## config.mk

```make
export PLATFORM = sky130hd
export DESIGN_NAME = fir_2ch_sequencer_flat
export DESIGN_NICKNAME = d
export VERILOG_FILES = /design/src/rtl/fir_seq_pkg.sv /design/src/rtl/fir_2ch_sequencer_if.sv /design/src/rtl/fir_seq_capture.sv /design/src/rtl/fir_2ch_sequencer.sv /design/src/flat_wrapper.sv
export SDC_FILE = /design/constraint.sdc
export NUM_CORES = 1
export LEC_CHECK = 0
export ABC_AREA = 1
export CAP_MARGIN = 20
export CORE_ASPECT_RATIO = 0.9
export CORE_MARGIN = 8
export CORE_UTILIZATION = 35
export CTS_CLUSTER_SIZE = 28
export DETAILED_ROUTE_END_ITERATION = 6
export SLEW_MARGIN = 40
export SYNTH_ARGS = -nofsm -noshare
export SYNTH_HDL_FRONTEND = slang
export SYNTH_SLANG_ARGS = --single-unit
```

## constraint.sdc

```tcl
create_clock -name AMCLK_i -period 4.2 [get_ports AMCLK_i]
set_input_delay 0.63 -clock AMCLK_i [delete_from_list [all_inputs] [get_ports AMCLK_i]]
set_output_delay 0.63 -clock AMCLK_i [all_outputs]
set_load 0.05 [all_outputs]
```

## src/rtl/fir_seq_pkg.sv

```systemverilog
// Shared types and default widths for the 2-channel FIR sequencer.
// The sequencer FSM state enum lives here so checkers can decode dbg_state_o.
package fir_seq_pkg;

  localparam int IN_W_DEF    = 16;
  localparam int AUX_W_DEF   = 24;
  localparam int SINK_W_DEF  = 18;
  localparam int SRC_W_DEF   = 24;
  localparam int TIMEOUT_DEF = 1023;

  typedef enum logic [2:0] {
    IDLE   = 3'd0,
    LOAD   = 3'd1,
    SEND_L = 3'd2,
    SEND_R = 3'd3,
    WAIT   = 3'd4
  } state_t;

  // Counter width able to hold the value t.
  function automatic int cnt_width(input int t);
    return (t < 2) ? 1 : $clog2(t + 1);
  endfunction

endpackage

```

## src/rtl/fir_2ch_sequencer_if.sv

```systemverilog
// Link between the sequencer and the shared FIR: sink beats out, source beats back.
// Neither direction has a ready: a beat is transferred on every cycle its valid is high.
interface fir_2ch_sequencer_if #(
  parameter int SINK_W = 18,
  parameter int SRC_W  = 24
);
  logic [SINK_W-1:0] sink_data_o;
  logic              sink_valid_o;
  logic              sink_sop_o;
  logic              sink_eop_o;
  logic [SRC_W-1:0]  src_data_i;
  logic              src_valid_i;
  logic              src_sop_i;
  logic              src_eop_i;

  modport master (
    output sink_data_o, sink_valid_o, sink_sop_o, sink_eop_o,
    input  src_data_i, src_valid_i, src_sop_i, src_eop_i
  );

  modport slave (
    input  sink_data_o, sink_valid_o, sink_sop_o, sink_eop_o,
    output src_data_i, src_valid_i, src_sop_i, src_eop_i
  );
endinterface

```

## src/rtl/fir_seq_capture.sv

```systemverilog
// Demultiplexes FIR source beats into left/right registers and raises
// valid_o the cycle after the eop beat; beats are only taken while wait_i is high.
module fir_seq_capture #(
  parameter int SRC_W = 24
) (
  input  logic             clk,
  input  logic             rst_n,
  input  logic             wait_i,
  input  logic [SRC_W-1:0] src_data_i,
  input  logic             src_valid_i,
  input  logic             src_sop_i,
  input  logic             src_eop_i,
  output logic [SRC_W-1:0] left_o,
  output logic [SRC_W-1:0] right_o,
  output logic             valid_o
);

  logic [SRC_W-1:0] left_q, left_d;
  logic [SRC_W-1:0] right_q, right_d;
  logic             valid_q, valid_d;

  always_comb begin
    left_d  = left_q;
    right_d = right_q;
    valid_d = 1'b0;
    if (wait_i && src_valid_i) begin
      if (src_sop_i) begin
        left_d = src_data_i;
      end else begin
        right_d = src_data_i;
      end
      valid_d = src_eop_i;
    end
  end

  always_ff @(posedge clk or negedge rst_n) begin
    if (!rst_n) begin
      left_q  <= '0;
      right_q <= '0;
      valid_q <= 1'b0;
    end else begin
      left_q  <= left_d;
      right_q <= right_d;
      valid_q <= valid_d;
    end
  end

  assign left_o  = left_q;
  assign right_o = right_q;
  assign valid_o = valid_q;

endmodule

```

## src/rtl/fir_2ch_sequencer.sv

```systemverilog
// Frames stereo pairs into L(sop)/R(eop) bursts for the shared FIR and collects the result.
// Optional aux mono mix is enabled by defining AUX_MIX_EN.
module fir_2ch_sequencer
  import fir_seq_pkg::*;
#(
  parameter int IN_W    = IN_W_DEF,
  parameter int AUX_W   = AUX_W_DEF,
  parameter int SINK_W  = SINK_W_DEF,
  parameter int SRC_W   = SRC_W_DEF,
  parameter int TIMEOUT = TIMEOUT_DEF
) (
  input  logic               AMCLK_i,
  input  logic               nARST,
  input  logic [IN_W-1:0]    in_left_i,
  input  logic [IN_W-1:0]    in_right_i,
  input  logic               in_valid_i,
  input  logic [AUX_W-1:0]   aux_data_i,
  input  logic               aux_valid_i,
  fir_2ch_sequencer_if.master fir,
  output logic [SRC_W-1:0]   out_left_o,
  output logic [SRC_W-1:0]   out_right_o,
  output logic               out_valid_o,
  output logic               busy_o,
  output logic [7:0]         overrun_cnt_o,
  output logic               timeout_o,
  output state_t             dbg_state_o
);

  localparam int WD_W = cnt_width(TIMEOUT);

  state_t            state_q, state_d;
  logic              hold_full_q, hold_full_d;
  logic [IN_W-1:0]   hold_l_q, hold_l_d;
  logic [IN_W-1:0]   hold_r_q, hold_r_d;
  logic [SINK_W-1:0] mix_l_q, mix_l_d;
  logic [SINK_W-1:0] mix_r_q, mix_r_d;
  logic [7:0]        ovr_q, ovr_d;
  logic [WD_W-1:0]   wd_q, wd_d;

  logic [SINK_W-1:0] aux_term;
  logic [SINK_W-1:0] mix_l, mix_r;
  logic [SINK_W-1:0] sink_data;
  logic              sink_valid, sink_sop, sink_eop;
  logic              timeout;

`ifdef AUX_MIX_EN
  logic [AUX_W-1:0] aux_q, aux_d;

  always_comb begin
    aux_d = aux_q;
    if (aux_valid_i) aux_d = aux_data_i;
  end

  always_ff @(posedge AMCLK_i or negedge nARST) begin
    if (!nARST) aux_q <= '0;
    else        aux_q <= aux_d;
  end

  // Top SINK_W-1 aux bits, sign-extended by one to line up with the sink width.
  assign aux_term = {aux_q[AUX_W-1], aux_q[AUX_W-1 -: SINK_W-1]};
`else
  logic aux_unused;
  assign aux_unused = ^{aux_data_i, aux_valid_i};
  assign aux_term   = '0;
`endif

  assign mix_l = {{(SINK_W-IN_W){hold_l_q[IN_W-1]}}, hold_l_q} + aux_term;
  assign mix_r = {{(SINK_W-IN_W){hold_r_q[IN_W-1]}}, hold_r_q} + aux_term;

  always_comb begin
    state_d     = state_q;
    hold_full_d = hold_full_q;
    hold_l_d    = hold_l_q;
    hold_r_d    = hold_r_q;
    mix_l_d     = mix_l_q;
    mix_r_d     = mix_r_q;
    ovr_d       = ovr_q;
    wd_d        = wd_q;
    sink_valid  = 1'b0;
    sink_sop    = 1'b0;
    sink_eop    = 1'b0;
    sink_data   = '0;
    timeout     = 1'b0;

    case (state_q)
      IDLE: begin
        if (hold_full_q) state_d = LOAD;
      end
      LOAD: begin
        mix_l_d     = mix_l;
        mix_r_d     = mix_r;
        hold_full_d = 1'b0;
        state_d     = SEND_L;
      end
      SEND_L: begin
        sink_valid = 1'b1;
        sink_sop   = 1'b1;
        sink_data  = mix_l_q;
        state_d    = SEND_R;
      end
      SEND_R: begin
        sink_valid = 1'b1;
        sink_eop   = 1'b1;
        sink_data  = mix_r_q;
        wd_d       = '0;
        state_d    = WAIT;
      end
      WAIT: begin
        if (fir.src_valid_i && fir.src_eop_i) begin
          state_d = IDLE;
        end else if (wd_q == WD_W'(TIMEOUT)) begin
          timeout = 1'b1;
          state_d = IDLE;
        end else begin
          wd_d = wd_q + WD_W'(1);
        end
      end
      default: state_d = IDLE;
    endcase

    // Evaluated after the FSM so a strobe coinciding with LOAD refills the buffer.
    if (in_valid_i) begin
      if (hold_full_q && (state_q != LOAD) && (ovr_q != 8'hFF)) begin
        ovr_d = ovr_q + 8'd1;
      end
      hold_full_d = 1'b1;
      hold_l_d    = in_left_i;
      hold_r_d    = in_right_i;
    end
  end

  always_ff @(posedge AMCLK_i or negedge nARST) begin
    if (!nARST) begin
      state_q     <= IDLE;
      hold_full_q <= 1'b0;
      hold_l_q    <= '0;
      hold_r_q    <= '0;
      mix_l_q     <= '0;
      mix_r_q     <= '0;
      ovr_q       <= '0;
      wd_q        <= '0;
    end else begin
      state_q     <= state_d;
      hold_full_q <= hold_full_d;
      hold_l_q    <= hold_l_d;
      hold_r_q    <= hold_r_d;
      mix_l_q     <= mix_l_d;
      mix_r_q     <= mix_r_d;
      ovr_q       <= ovr_d;
      wd_q        <= wd_d;
    end
  end

  fir_seq_capture #(
    .SRC_W (SRC_W)
  ) u_capture (
    .clk         (AMCLK_i),
    .rst_n       (nARST),
    .wait_i      (state_q == WAIT),
    .src_data_i  (fir.src_data_i),
    .src_valid_i (fir.src_valid_i),
    .src_sop_i   (fir.src_sop_i),
    .src_eop_i   (fir.src_eop_i),
    .left_o      (out_left_o),
    .right_o     (out_right_o),
    .valid_o     (out_valid_o)
  );

  assign fir.sink_data_o  = sink_data;
  assign fir.sink_valid_o = sink_valid;
  assign fir.sink_sop_o   = sink_sop;
  assign fir.sink_eop_o   = sink_eop;

  assign busy_o        = (state_q != IDLE);
  assign overrun_cnt_o = ovr_q;
  assign timeout_o     = timeout;
  assign dbg_state_o   = state_q;

endmodule
```

## src/flat_wrapper.sv

```systemverilog
// flat-port wrapper written by rule: the top's interface ports become plain ports
module fir_2ch_sequencer_flat import fir_seq_pkg::*;
#(
  parameter int IN_W    = IN_W_DEF,
  parameter int AUX_W   = AUX_W_DEF,
  parameter int SINK_W  = SINK_W_DEF,
  parameter int SRC_W   = SRC_W_DEF,
  parameter int TIMEOUT = TIMEOUT_DEF
)
  (AMCLK_i, nARST, in_left_i, in_right_i, in_valid_i, aux_data_i, aux_valid_i, out_left_o, out_right_o, out_valid_o, busy_o, overrun_cnt_o, timeout_o, dbg_state_o, fir_sink_data_o, fir_sink_valid_o, fir_sink_sop_o, fir_sink_eop_o, fir_src_data_i, fir_src_valid_i, fir_src_sop_i, fir_src_eop_i);
  fir_2ch_sequencer_if #(.SINK_W(SINK_W), .SRC_W(SRC_W)) fir_i ();
  input  logic AMCLK_i;
  input  logic nARST;
  input  logic [IN_W-1:0] in_left_i;
  input  logic [IN_W-1:0] in_right_i;
  input  logic in_valid_i;
  input  logic [AUX_W-1:0] aux_data_i;
  input  logic aux_valid_i;
  output logic [SRC_W-1:0] out_left_o;
  output logic [SRC_W-1:0] out_right_o;
  output logic out_valid_o;
  output logic busy_o;
  output logic [7:0] overrun_cnt_o;
  output logic timeout_o;
  output state_t dbg_state_o;
  output wire logic [$bits(fir_i.sink_data_o)-1:0] fir_sink_data_o;
  output wire logic [$bits(fir_i.sink_valid_o)-1:0] fir_sink_valid_o;
  output wire logic [$bits(fir_i.sink_sop_o)-1:0] fir_sink_sop_o;
  output wire logic [$bits(fir_i.sink_eop_o)-1:0] fir_sink_eop_o;
  input wire logic [$bits(fir_i.src_data_i)-1:0] fir_src_data_i;
  input wire logic [$bits(fir_i.src_valid_i)-1:0] fir_src_valid_i;
  input wire logic [$bits(fir_i.src_sop_i)-1:0] fir_src_sop_i;
  input wire logic [$bits(fir_i.src_eop_i)-1:0] fir_src_eop_i;
  assign fir_sink_data_o = fir_i.sink_data_o;
  assign fir_sink_valid_o = fir_i.sink_valid_o;
  assign fir_sink_sop_o = fir_i.sink_sop_o;
  assign fir_sink_eop_o = fir_i.sink_eop_o;
  assign fir_i.src_data_i = fir_src_data_i;
  assign fir_i.src_valid_i = fir_src_valid_i;
  assign fir_i.src_sop_i = fir_src_sop_i;
  assign fir_i.src_eop_i = fir_src_eop_i;
  fir_2ch_sequencer #(.IN_W(IN_W), .AUX_W(AUX_W), .SINK_W(SINK_W), .SRC_W(SRC_W), .TIMEOUT(TIMEOUT)) u_core (.AMCLK_i(AMCLK_i), .nARST(nARST), .in_left_i(in_left_i), .in_right_i(in_right_i), .in_valid_i(in_valid_i), .aux_data_i(aux_data_i), .aux_valid_i(aux_valid_i), .fir(fir_i), .out_left_o(out_left_o), .out_right_o(out_right_o), .out_valid_o(out_valid_o), .busy_o(busy_o), .overrun_cnt_o(overrun_cnt_o), .timeout_o(timeout_o), .dbg_state_o(dbg_state_o));
endmodule
```

==> results.py <==
metrics = {
    "timing": {
        "drv_slew": 0,
        "fin_crit_sh_pct": 75.35,
        "grt_setup_unrepaired": "false",
        "setup_viol": 0,
        "relSlewSlack_pct": 57.71,
        "final.setup.worst_slack_ps": 1035,
        "finClkSkew_ps": 8.483,
        "hold_slack_ps": 208.3,
        "max_slew.worst_pin.slew_ps": 634.4,
        "period_minus_slack_ps": 3165,
        "hold_viol": 0,
        "setup_tns_ps": 0,
        "max_freq_mhz": 316.0,
    },
    "clock_network": {
        "hold_buffers": 0,
        "cts_root_buf": "clkbuf_16",
        "cts_tree": "done",
        "post-cts-setup-buffers": 0,
        "ctsHtreeMaxLevel": 4,
        "cts_buffers": 17,
        "cts.clk_slew.worst_paths_ps": 50,
        "cts.path.max_buffers": 2,
        "clock_latency_ps": 420,
        "cts_resized": 0,
        "clock_sinks": 135,
    },
    "min_path": {
        "hold_path_class": "input port to async pin",
    },
    "layout": {
        "area_growth_pct": 37.51,
        "drive_gt1_share_pct": 7.582,
        "fin_nets": 841,
        "layout_commonest_cell": "nand2_1",
        "num_antenna_cells": 0,
        "final_cell_mix": "nand2_1, clkdlybuf4s50_1, dfrtp_1, o21ai_0, inv_1",
        "fin_cells": 972,
    },
    "pwr": {
        "p_total_mw": 6.342,
        "peakVddDrop_mv": 0.5185,
        "power.density_mw_per_mm2": 813.3,
        "leakagePower_nw": 3.613,
    },
    "placed_design": {
        "io_buffers": 144,
        "detailed_place_hpwl_um": 10470,
        "routabilityCongestion": 0.7732,
        "pre_cts_slack_ps": 1180,
        "place_inst": 940,
    },
    "floorplanning": {
        "dieArea_sq_mm": 0.02054,
        "core_area_sq_mm": 0.01602,
        "die_x_um": 150.2,
        "die_h_um": 136.8,
        "start_util_pct": 35.40,
        "io-pin-count": 170,
        "fp-row-count": 44,
    },
    "worst_setup_path": {
        "critical_path_class": "flop to primary output",
        "crit_path_max_fanout": 17,
        "crit_required_ps": 3570,
        "cp_slowest_cell": "clkdlybuf4s50_1",
        "worstSetupStartpointType": "flop",
        "cp_top_family": "buffers and inverters",
        "max_stage_delay_ps": 820,
        "arrival_ps": 2530,
        "cp-end-kind": "primary output",
        "critPathBufInv": 2,
        "path_cells": "nor2_1 -> inv_1 -> nor2_4 -> a22o_1 -> clkdlybuf4s50_1",
    },
    "detailed_routing": {
        "postRouteAntennaNets": 0,
        "drt-total-wl_um": 15240,
        "wl_met1_um": 6727,
        "dr_wl_met2_um": 7215,
        "drtPass1Iterations": 4,
        "post-route-drc-count": 0,
        "wl_met3_um": 953,
        "detailroute.via_count": 4600,
        "wl_per_cell_um": 15.68,
        "drtIter0Drc": 266,
        "top_layer_used": "met4",
        "viasPerCell": 4.733,
    },
    "synth": {
        "synth_top_area_share_pct": 59.58,
        "yosys-top-cells-area": "dfrtp_1, nand2_1, o21ai_0",
        "synth_edf_count": 0,
        "synth_nets": 706,
        "synth_seq_cells": 135,
        "synth_cell_types": 32,
        "syn_area_sq_mm": 0.005670,
        "syn_avg_cell_area_sq_um": 9.190,
        "yosysSeqAreaShare_pct": 59.58,
        "syn_inst": 617,
        "async_flop_share_pct": 100.0,
        "yosysWarnings": 0,
        "synth_top_area_cell": "dfrtp_1",
        "synth_ff_type": "dfrtp_1",
    },
    "global_route": {
        "grt_pass1_wl_um": 24870,
        "grt_overflow": 0,
        "grt_start_max_net_pins": 71,
        "grt_pass1_vias": 4745,
        "track_usage_pct": 15.61,
        "antenna_found_initial": 0,
    },
    "status": {
        "status": "complete, no violations",
    },
    "flow_run": {
        "maxCapViolCount": 0,
    },
}
## area by class of cell
type	count	area [sq um]
clock buffers	21	470.5
clock inverters	11	97.59
fillers	1484	8223
inverters	51	198.9
multi-input cells	399	1926
flip-flops and latches	135	3378
well taps	207	259.0
repair buffers	148	1468
## report_power, final
part	switching, mW	internal, mW	leakage, nW
clock network	0.558	0.861	0.283
registers	0.279	1.75	1.71
logic	2.00	0.896	1.62
total	2.84	3.50	3.61
## flip-flops by register name (all words and copies together), names as in the netlist, 3 cells and up
signal                    flops
u_core.dbg_state_o            3
u_core.hold_r_q              16
u_core.u_capture.right_o     24
u_core.u_capture.left_o      24
u_core.hold_l_q              16
u_core.mix_l_q               16
u_core.wd_q                  10
u_core.mix_r_q               16
u_core.overrun_cnt_o          8
## layer usage
layer	track usage (%)	vias up
met5	0	-
li1	-	2243
met2	24.25	107
met3	6.017	17
met4	6.323	0
met1	19.21	2233
## metrics by stage
step / util (%) / cell area, sq um
global placement: 45.06 / 7219
detailed placement: 45.10 / 7224
CTS: 48.64 / 7792
global route: 48.67 / 7797
finish: 48.67 / 7797
floorplan: - / 5670
## synth_stat cells (3+ instances only)
master      n
a22o_1     16
buf_2       5
buf_4       8
buf_6       3
clkbuf_1   15
dfrtp_1   135
inv_1      45
inv_2       4
nand2_1   207
nand2_4     3
nand3_1     7
nand4_1     3
nor2_1     10
nor2_2      3
nor2_4      3
o21ai_0    96
o21ai_1    29
xnor2_1     6
xor2_1      4
## cells by family (layout without fill, tap and decap cells)
family                     count (synthesis)  in the layout  share of synthesized area [%]
and+or+nand+nor                          243            243                          17.85
DFF                                      135            135                          59.58
AOI/OAI and AO/OA                        144            144                          13.90
buffers and inverters                     83            231                          6.686
adders and majority gates                  2              2                         0.4412
xor gates and xnor gates                  10             10                          1.545
## path summary, 6_finish.rpt
path / from / endpoint / slack, ps / depth (start not counted)
setup / recovery: u_core.dbg_state_o[0] / fir_sink_data_o[16] / 1040 / 5
hold / removal: nARST / u_core.u_capture.right_o[2] / 210 / 1
setup reg to reg: u_core.dbg_state_o[0] / u_core.u_capture.right_o[9] / 2170 / 7
hold reg to reg: u_core.u_capture.left_o[14] / u_core.u_capture.left_o[14] / 480 / 2
max in group asynchronous: nARST / u_core.mix_l_q[1] / 3100 / 2
min in group AMCLK_i: u_core.u_capture.left_o[14] / u_core.u_capture.left_o[14] / 480 / 2
Note: power is estimated with default switching activity, not from simulation.
